File: src/rtl/lcd_spi_writer.sv
// SPI/reset physical layer for an ST7735-class panel: runs the panel hardware-reset
// timing or shifts one 9-bit D/C+payload word out in SPI mode 0, MSB first.
module lcd_spi_writer #(
    parameter int CLK_DIV      = 4,
    parameter int RST_LOW_CYC  = 50_000,
    parameter int RST_WAIT_CYC = 6_000_000
) (
    input  logic       clk,
    input  logic       rst,
    input  logic [1:0] en_i,
    input  logic [8:0] data_i,
    output logic [1:0] done_o,
    output logic       busy_o,
    output logic       lcd_rst_n,
    output logic       lcd_cs_n,
    output logic       lcd_dc,
    output logic       lcd_scl,
    output logic       lcd_sda
);

    localparam int DIV_W  = $clog2(CLK_DIV + 1);
    localparam int RMAX   = (RST_LOW_CYC > RST_WAIT_CYC) ? RST_LOW_CYC : RST_WAIT_CYC;
    localparam int RCNT_W = $clog2(RMAX + 1);

    localparam logic [DIV_W-1:0]  DIV_LAST  = DIV_W'(CLK_DIV - 1);
    localparam logic [RCNT_W-1:0] RLOW_LAST = RCNT_W'(RST_LOW_CYC - 1);
    localparam logic [RCNT_W-1:0] RWAI_LAST = RCNT_W'(RST_WAIT_CYC - 1);

    typedef enum logic [2:0] {
        IDLE, RST_LOW, RST_WAIT, SHIFT_LO, SHIFT_HI, FINISH
    } state_t;

    state_t              r_state;
    state_t              w_next;
    logic [DIV_W-1:0]    r_div;
    logic [RCNT_W-1:0]   r_rcnt;
    logic [2:0]          r_bit;
    logic [7:0]          r_shift;

    logic                w_div_end;
    logic                w_rlow_end;
    logic                w_rwait_end;
    logic                w_accept_wr;
    logic                w_next_bit;
    logic [1:0]          w_done_nxt;
    logic                w_busy_nxt;
    logic                w_rst_n_nxt;
    logic                w_cs_n_nxt;
    logic                w_scl_nxt;
    logic                w_dc_nxt;
    logic                w_sda_nxt;

    assign w_div_end   = (r_div == DIV_LAST);
    assign w_rlow_end  = (r_rcnt == RLOW_LAST);
    assign w_rwait_end = (r_rcnt == RWAI_LAST);
    assign w_accept_wr = (r_state == IDLE) && (w_next == SHIFT_LO);
    assign w_next_bit  = (r_state == SHIFT_HI) && (w_next == SHIFT_LO);

    always_ff @(posedge clk or posedge rst) begin
        if (rst) r_state <= IDLE;
        else     r_state <= w_next;
    end

    // Requests are only looked at in IDLE; the reset request has priority.
    always_comb begin
        w_next = r_state;
        case (r_state)
            IDLE: begin
                if (en_i[0])      w_next = RST_LOW;
                else if (en_i[1]) w_next = SHIFT_LO;
            end
            RST_LOW:  if (w_rlow_end)  w_next = RST_WAIT;
            RST_WAIT: if (w_rwait_end) w_next = IDLE;
            SHIFT_LO: if (w_div_end)   w_next = SHIFT_HI;
            SHIFT_HI: if (w_div_end)   w_next = (r_bit == 3'd7) ? FINISH : SHIFT_LO;
            FINISH:   w_next = IDLE;
            default:  w_next = IDLE;
        endcase
    end

    // Next values of the registered pins, derived from the upcoming state.
    always_comb begin
        w_done_nxt    = 2'b00;
        w_done_nxt[0] = (r_state == RST_WAIT) && w_rwait_end;
        w_done_nxt[1] = (w_next == FINISH);
        w_busy_nxt    = (w_next != IDLE) || (|w_done_nxt);
        w_rst_n_nxt   = (w_next != RST_LOW);
        w_cs_n_nxt    = !((w_next == SHIFT_LO) || (w_next == SHIFT_HI));
        w_scl_nxt     = (w_next == SHIFT_HI);
        w_dc_nxt      = lcd_dc;
        w_sda_nxt     = lcd_sda;
        if (w_accept_wr) begin
            w_dc_nxt  = data_i[8];
            w_sda_nxt = data_i[7];
        end else if (w_next_bit) begin
            w_sda_nxt = r_shift[6];
        end
    end

    always_ff @(posedge clk or posedge rst) begin
        if (rst) begin
            done_o    <= 2'b00;
            busy_o    <= 1'b0;
            lcd_rst_n <= 1'b1;
            lcd_cs_n  <= 1'b1;
            lcd_dc    <= 1'b1;
            lcd_scl   <= 1'b0;
            lcd_sda   <= 1'b0;
            r_div     <= '0;
            r_rcnt    <= '0;
            r_bit     <= '0;
        end else begin
            done_o    <= w_done_nxt;
            busy_o    <= w_busy_nxt;
            lcd_rst_n <= w_rst_n_nxt;
            lcd_cs_n  <= w_cs_n_nxt;
            lcd_dc    <= w_dc_nxt;
            lcd_scl   <= w_scl_nxt;
            lcd_sda   <= w_sda_nxt;

            if (((r_state == SHIFT_LO) || (r_state == SHIFT_HI)) && !w_div_end)
                r_div <= r_div + 1'b1;
            else
                r_div <= '0;

            if (((r_state == RST_LOW) && !w_rlow_end) ||
                ((r_state == RST_WAIT) && !w_rwait_end))
                r_rcnt <= r_rcnt + 1'b1;
            else
                r_rcnt <= '0;

            if (w_accept_wr)     r_bit <= '0;
            else if (w_next_bit) r_bit <= r_bit + 1'b1;
        end
    end

    // Payload shift register; its contents only matter while a transfer runs.
    always_ff @(posedge clk) begin
        if (w_accept_wr)     r_shift <= data_i[7:0];
        else if (w_next_bit) r_shift <= {r_shift[6:0], 1'b0};
    end

endmodule

File: config.mk
export PLATFORM = sky130hd
export DESIGN_NAME = lcd_spi_writer
export DESIGN_NICKNAME = d
export VERILOG_FILES = /design/src/rtl/lcd_spi_writer.sv
export SDC_FILE = /design/constraint.sdc
export NUM_CORES = 1
export LEC_CHECK = 0
export CORE_UTILIZATION = 50
export DETAILED_ROUTE_END_ITERATION = 6
export PLACE_DENSITY_LB_ADDON = 0.2
export SETUP_SLACK_MARGIN = 0.02
export SLEW_MARGIN = 20
export SYNTH_ARGS = -nofsm -noshare
export SYNTH_HDL_FRONTEND = slang
export SYNTH_SLANG_ARGS = --single-unit
export TNS_END_PERCENT = 20
File: constraint.sdc
create_clock -name clk -period 3.1 [get_ports clk]
set_clock_uncertainty 0.2 [all_clocks]
set_input_delay 0.31 -clock clk [delete_from_list [all_inputs] [get_ports clk]]
set_output_delay 0.31 -clock clk [all_outputs]
set_load 0.01 [all_outputs]
==> impl_summary.txt <==
----------------------------------------------------
[Drt]
  Number of DRC violations after detailed routing ... 0
  Antenna-violating nets left ... 0
  TritonRoute pass-1 iters ... 4
  Initial drt markers ... 89
  Via count ... 1,567
  Post-detailed-routing wire length ... 3930 µm
  Metal3 WL ... 159 µm
  M1 wire length ... 1810 µm
  Vias per std cell ... 5.64
  Routed wire length per instance ... 14.2 µm
  Met2 WL ... 1920 µm
  Top routing layer in use ... met4

[Critical path]
  Arrival time at the worst endpoint ... 2440 ps
  Required time reported for the critical path endpoint ... 3050 ps
  R2R Setup Slk ... 610 ps
  Critical Path End Type ... register
  Startpoint of the lowest-slack register-to-register path ... r_div[0]
  Critical path peak fanout ... 6
  Critical Path Start Type ... register
  Register-to-Register Path Depth ... 7
  Type of the setup path with the least slack ... reg -> reg
  Worst reg2reg endpoint ... busy_o

[Cells and area]
  Number of nets in the layout ... 245
  Layout area overhead ... 14.9%
  Count of non-filler cells in the finished layout ... 278
  N_diodes ... 0
  Share of final-layout standard cells stronger than drive strength 1 ... 10.5%
  Util after Layout ... 61.5%

[Clock tree]
  Post-cts repair resize count ... 0
  Clk pin slew, worst setup/hold paths ... 80 ps
  Post-CTS setup buffers ... 0
  Clk root buf ... sky130_fd_sc_hd__clkbuf_8
  Clk_lat worst skew ... 290 ps
  Clock Tree Buf Depth ... 2
  # hold bufs at CTS ... 0
  Clock buffers created by TritonCTS ... 5
  TritonCTS clock tree ... built
  Sink count of the clock tree ... 47
  Number of H-tree levels ... 2

[GRT]
  Vias in the first global route ... 1,529
  Largest net degree at the start of global routing ... 41
  Global-route wire length before repair ... 6700 µm
  Initial antenna violation count ... 0
  All-layer global routing usage ... 19.4%
  GR Overflow Total ... 0

[Placed design]
  Count of input and output buffers ... 20
  Detail Placement HPWL ... 2810 µm
  RD Place Congestion ... 0.810
  Post-placement cell count ... 270

[STA]
  Max-slew violation total from the final report ... 0
  Worst hold margin ... 233 ps
  Post-layout minimum cycle time ... 2490 ps
  Final period utilization ... 80.2%
  Timing-limited maximum frequency ... 0.402 GHz
  Normalized max-slew margin ... 59.1%
  Count of endpoints failing hold in the final timing report ... 0
  Number of setup violations in the final report ... 0
  Total negative setup slack ... 0 ps
  Measured slew at the worst slew-check pin ... 614 ps
  Unrepaired setup endpoints after global routing ... false

[Worst hold path]
  Type of the worst min-delay path ... in -> async

[Die]
  Core ar. ... 4140 µm²
  Die extent in x ... 68.6 µm
  Area of the die ... 4710 µm²
  Die Span Y ... 68.6 µm
  IO Count ... 21
  Effective utilization at floorplan ... 53.6%
  Core Rows ... 23

[Logic synthesis]
  Post-synthesis cell type with the largest combined area ... sky130_fd_sc_hd__dfrtp_1
  Syn. warnings ... 0
  Synthesized flop and latch total ... 47
  Share of Yosys cell area claimed by the top area cell type ... 41.7%
  Count of cell types in the netlist ... 41
  Sequential area share after synthesis ... 54.7%
  Post-Syn Nets ... 221
  Leading cell types by total area after synthesis ... sky130_fd_sc_hd__dfrtp_1 42%, sky130_fd_sc_hd__edfxtp_1 9.5%, sky130_fd_sc_hd__nor2_1 6.1%, sky130_fd_sc_hd__xnor2_1 5.1%, sky130_fd_sc_hd__mux2_2 4.1%
  Mapped cell area ... 2220 µm²
  Cell count after synthesis ... 203
  Average cell area after synthesis ... 10.9 µm²

[Pwr]
  Peak supply drop ... 0.000308 V
  Power density over cell area ... 594 nW/µm²
  Leakage ... 1.06 nW
  Tot Pwr ... 0.00151 W

[Flow run]
  Max-cap viol count ... 0

[Run status]
  Outcome ... completed

----------------------------------------------------
[state kept, by name, indices dropped and copies added, names as in the netlist]
signal and flops:
done_o 2, r_bit 3, lcd_sda 1, r_rcnt 23
r_div 3, busy_o 1, lcd_dc 1, lcd_cs_n 1
r_state 3, r_shift 7, lcd_scl 1, lcd_rst_n 1
[power by group]
part | switching, W | internal [W]
Sequential | 0.0000567 | 0.000717
Combinational | 0.000203 | 0.000161
Clock | 0.000196 | 0.000180
Total | 0.000456 | 0.00106
[metal layers]
layer,track usage [%],vias up
met4,7.81,0
li1,-,753
met3,5.76,6
met2,30.5,44
met1,24.9,764
met5,0,-
[how the worst max path moves through the flow]
| stage | start | slack, ps | cells past startpoint | end |
|---|---|---|---|---|
| final | r_div[0] | 610 | 7 | busy_o |
| after global routing | r_div[0] | 360 | 7 | busy_o |
| after CTS | r_div[0] | 620 | 7 | busy_o |
| after detailed placement | r_rcnt[4] | 640 | 5 | r_rcnt[3] |
| after global placement | r_div[0] | 680 | 7 | busy_o |
| after floorplan | r_div[0] | 940 | 7 | busy_o |
[stage by stage]
step           instance area, µm²  setup WS, ps
6_report                     2550           613
5_1_grt                      2550           362
4_1_cts                      2550           619
3_5_place_dp                 2460           641
3_3_place_gp                 2460           678
2_1_floorplan                2220           939
[synthesized netlist by cell type (all sizes together)]
| library cell | instances |
|---|---|
| and4 | 4 |
| nor2 | 36 |
| edfxtp | 7 |
| ha | 5 |
| dfstp | 3 |
| clkbuf | 1 |
| nand4bb | 1 |
| or3b | 1 |
| nand4 | 2 |
| nand2b | 3 |
| mux2 | 8 |
| nor4 | 8 |
| dfrtp | 37 |
| nor4b | 1 |
| nor2b | 2 |
| xor2 | 8 |
| nand3 | 11 |
| and2 | 2 |
| a31oi | 1 |
| nor3 | 6 |
| a21oi | 2 |
| nor3b | 1 |
| nand2 | 11 |
| buf | 3 |
| xnor2 | 13 |
| a22o | 2 |
| or4b | 1 |
| o21bai | 1 |
| a21boi | 1 |
| and3 | 4 |
| a311oi | 1 |
| nand4b | 1 |
| a22oi | 2 |
| o21ai | 1 |
| o21a | 1 |
| a211oi | 1 |
| inv | 10 |
[critical path: stages, from the launching register on]
cell and delay, ps:
sky130_fd_sc_hd__dfrtp_1 380, sky130_fd_sc_hd__ha_1 200, sky130_fd_sc_hd__ha_1 240, sky130_fd_sc_hd__nor2b_1 160, sky130_fd_sc_hd__a22oi_1 430, sky130_fd_sc_hd__nand2b_1 150
sky130_fd_sc_hd__a311oi_1 440, sky130_fd_sc_hd__nand4b_1 140
[cell families (layout without fill, tap and decap cells)]
family                   count (synthesis)  count (layout)  share of synthesized area, %
flip-flops                              47              47                          54.7
buffers and inverters                   14              39                          3.10
adder cells (fa/ha/maj)                  5               5                          2.82
AO/OA/AOI/OAI                           13              13                          4.85
XOR/XNOR                                21              21                          8.29
multiplexers                             8               8                          4.06
AND/OR/NAND/NOR                         95              95                          22.2
[cells in the final DEF (no fill, tap or decap), types with 3 or more instances in the layout]
cell type and n:
sky130_fd_sc_hd__nor2_1 36, sky130_fd_sc_hd__xnor2_1 13, sky130_fd_sc_hd__clkdlybuf4s50_1 20, sky130_fd_sc_hd__and4_1 3, sky130_fd_sc_hd__nor3_1 6, sky130_fd_sc_hd__inv_1 10, sky130_fd_sc_hd__edfxtp_1 7, sky130_fd_sc_hd__nor4_1 7
sky130_fd_sc_hd__dfstp_2 3, sky130_fd_sc_hd__nand2_1 11, sky130_fd_sc_hd__and3_1 3, sky130_fd_sc_hd__nand3_1 11, sky130_fd_sc_hd__clkbuf_8 6, sky130_fd_sc_hd__nand2b_1 3, sky130_fd_sc_hd__ha_1 5, sky130_fd_sc_hd__dfrtp_1 37
sky130_fd_sc_hd__mux2_2 8, sky130_fd_sc_hd__xor2_1 8
[layout make-up]
| class | instances | area (µm²) |
|---|---|---|
| flip-flops and latches | 47 | 1210 |
| inverters | 10 | 37.5 |
| fillers | 332 | 1590 |
| well taps | 50 | 62.6 |
| multi-input cells | 142 | 936 |
| clock inverters | 1 | 5.00 |
| clock buffers | 7 | 86.3 |
| repair buffers | 21 | 208 |
Note: power is estimated with default switching activity, not from simulation.
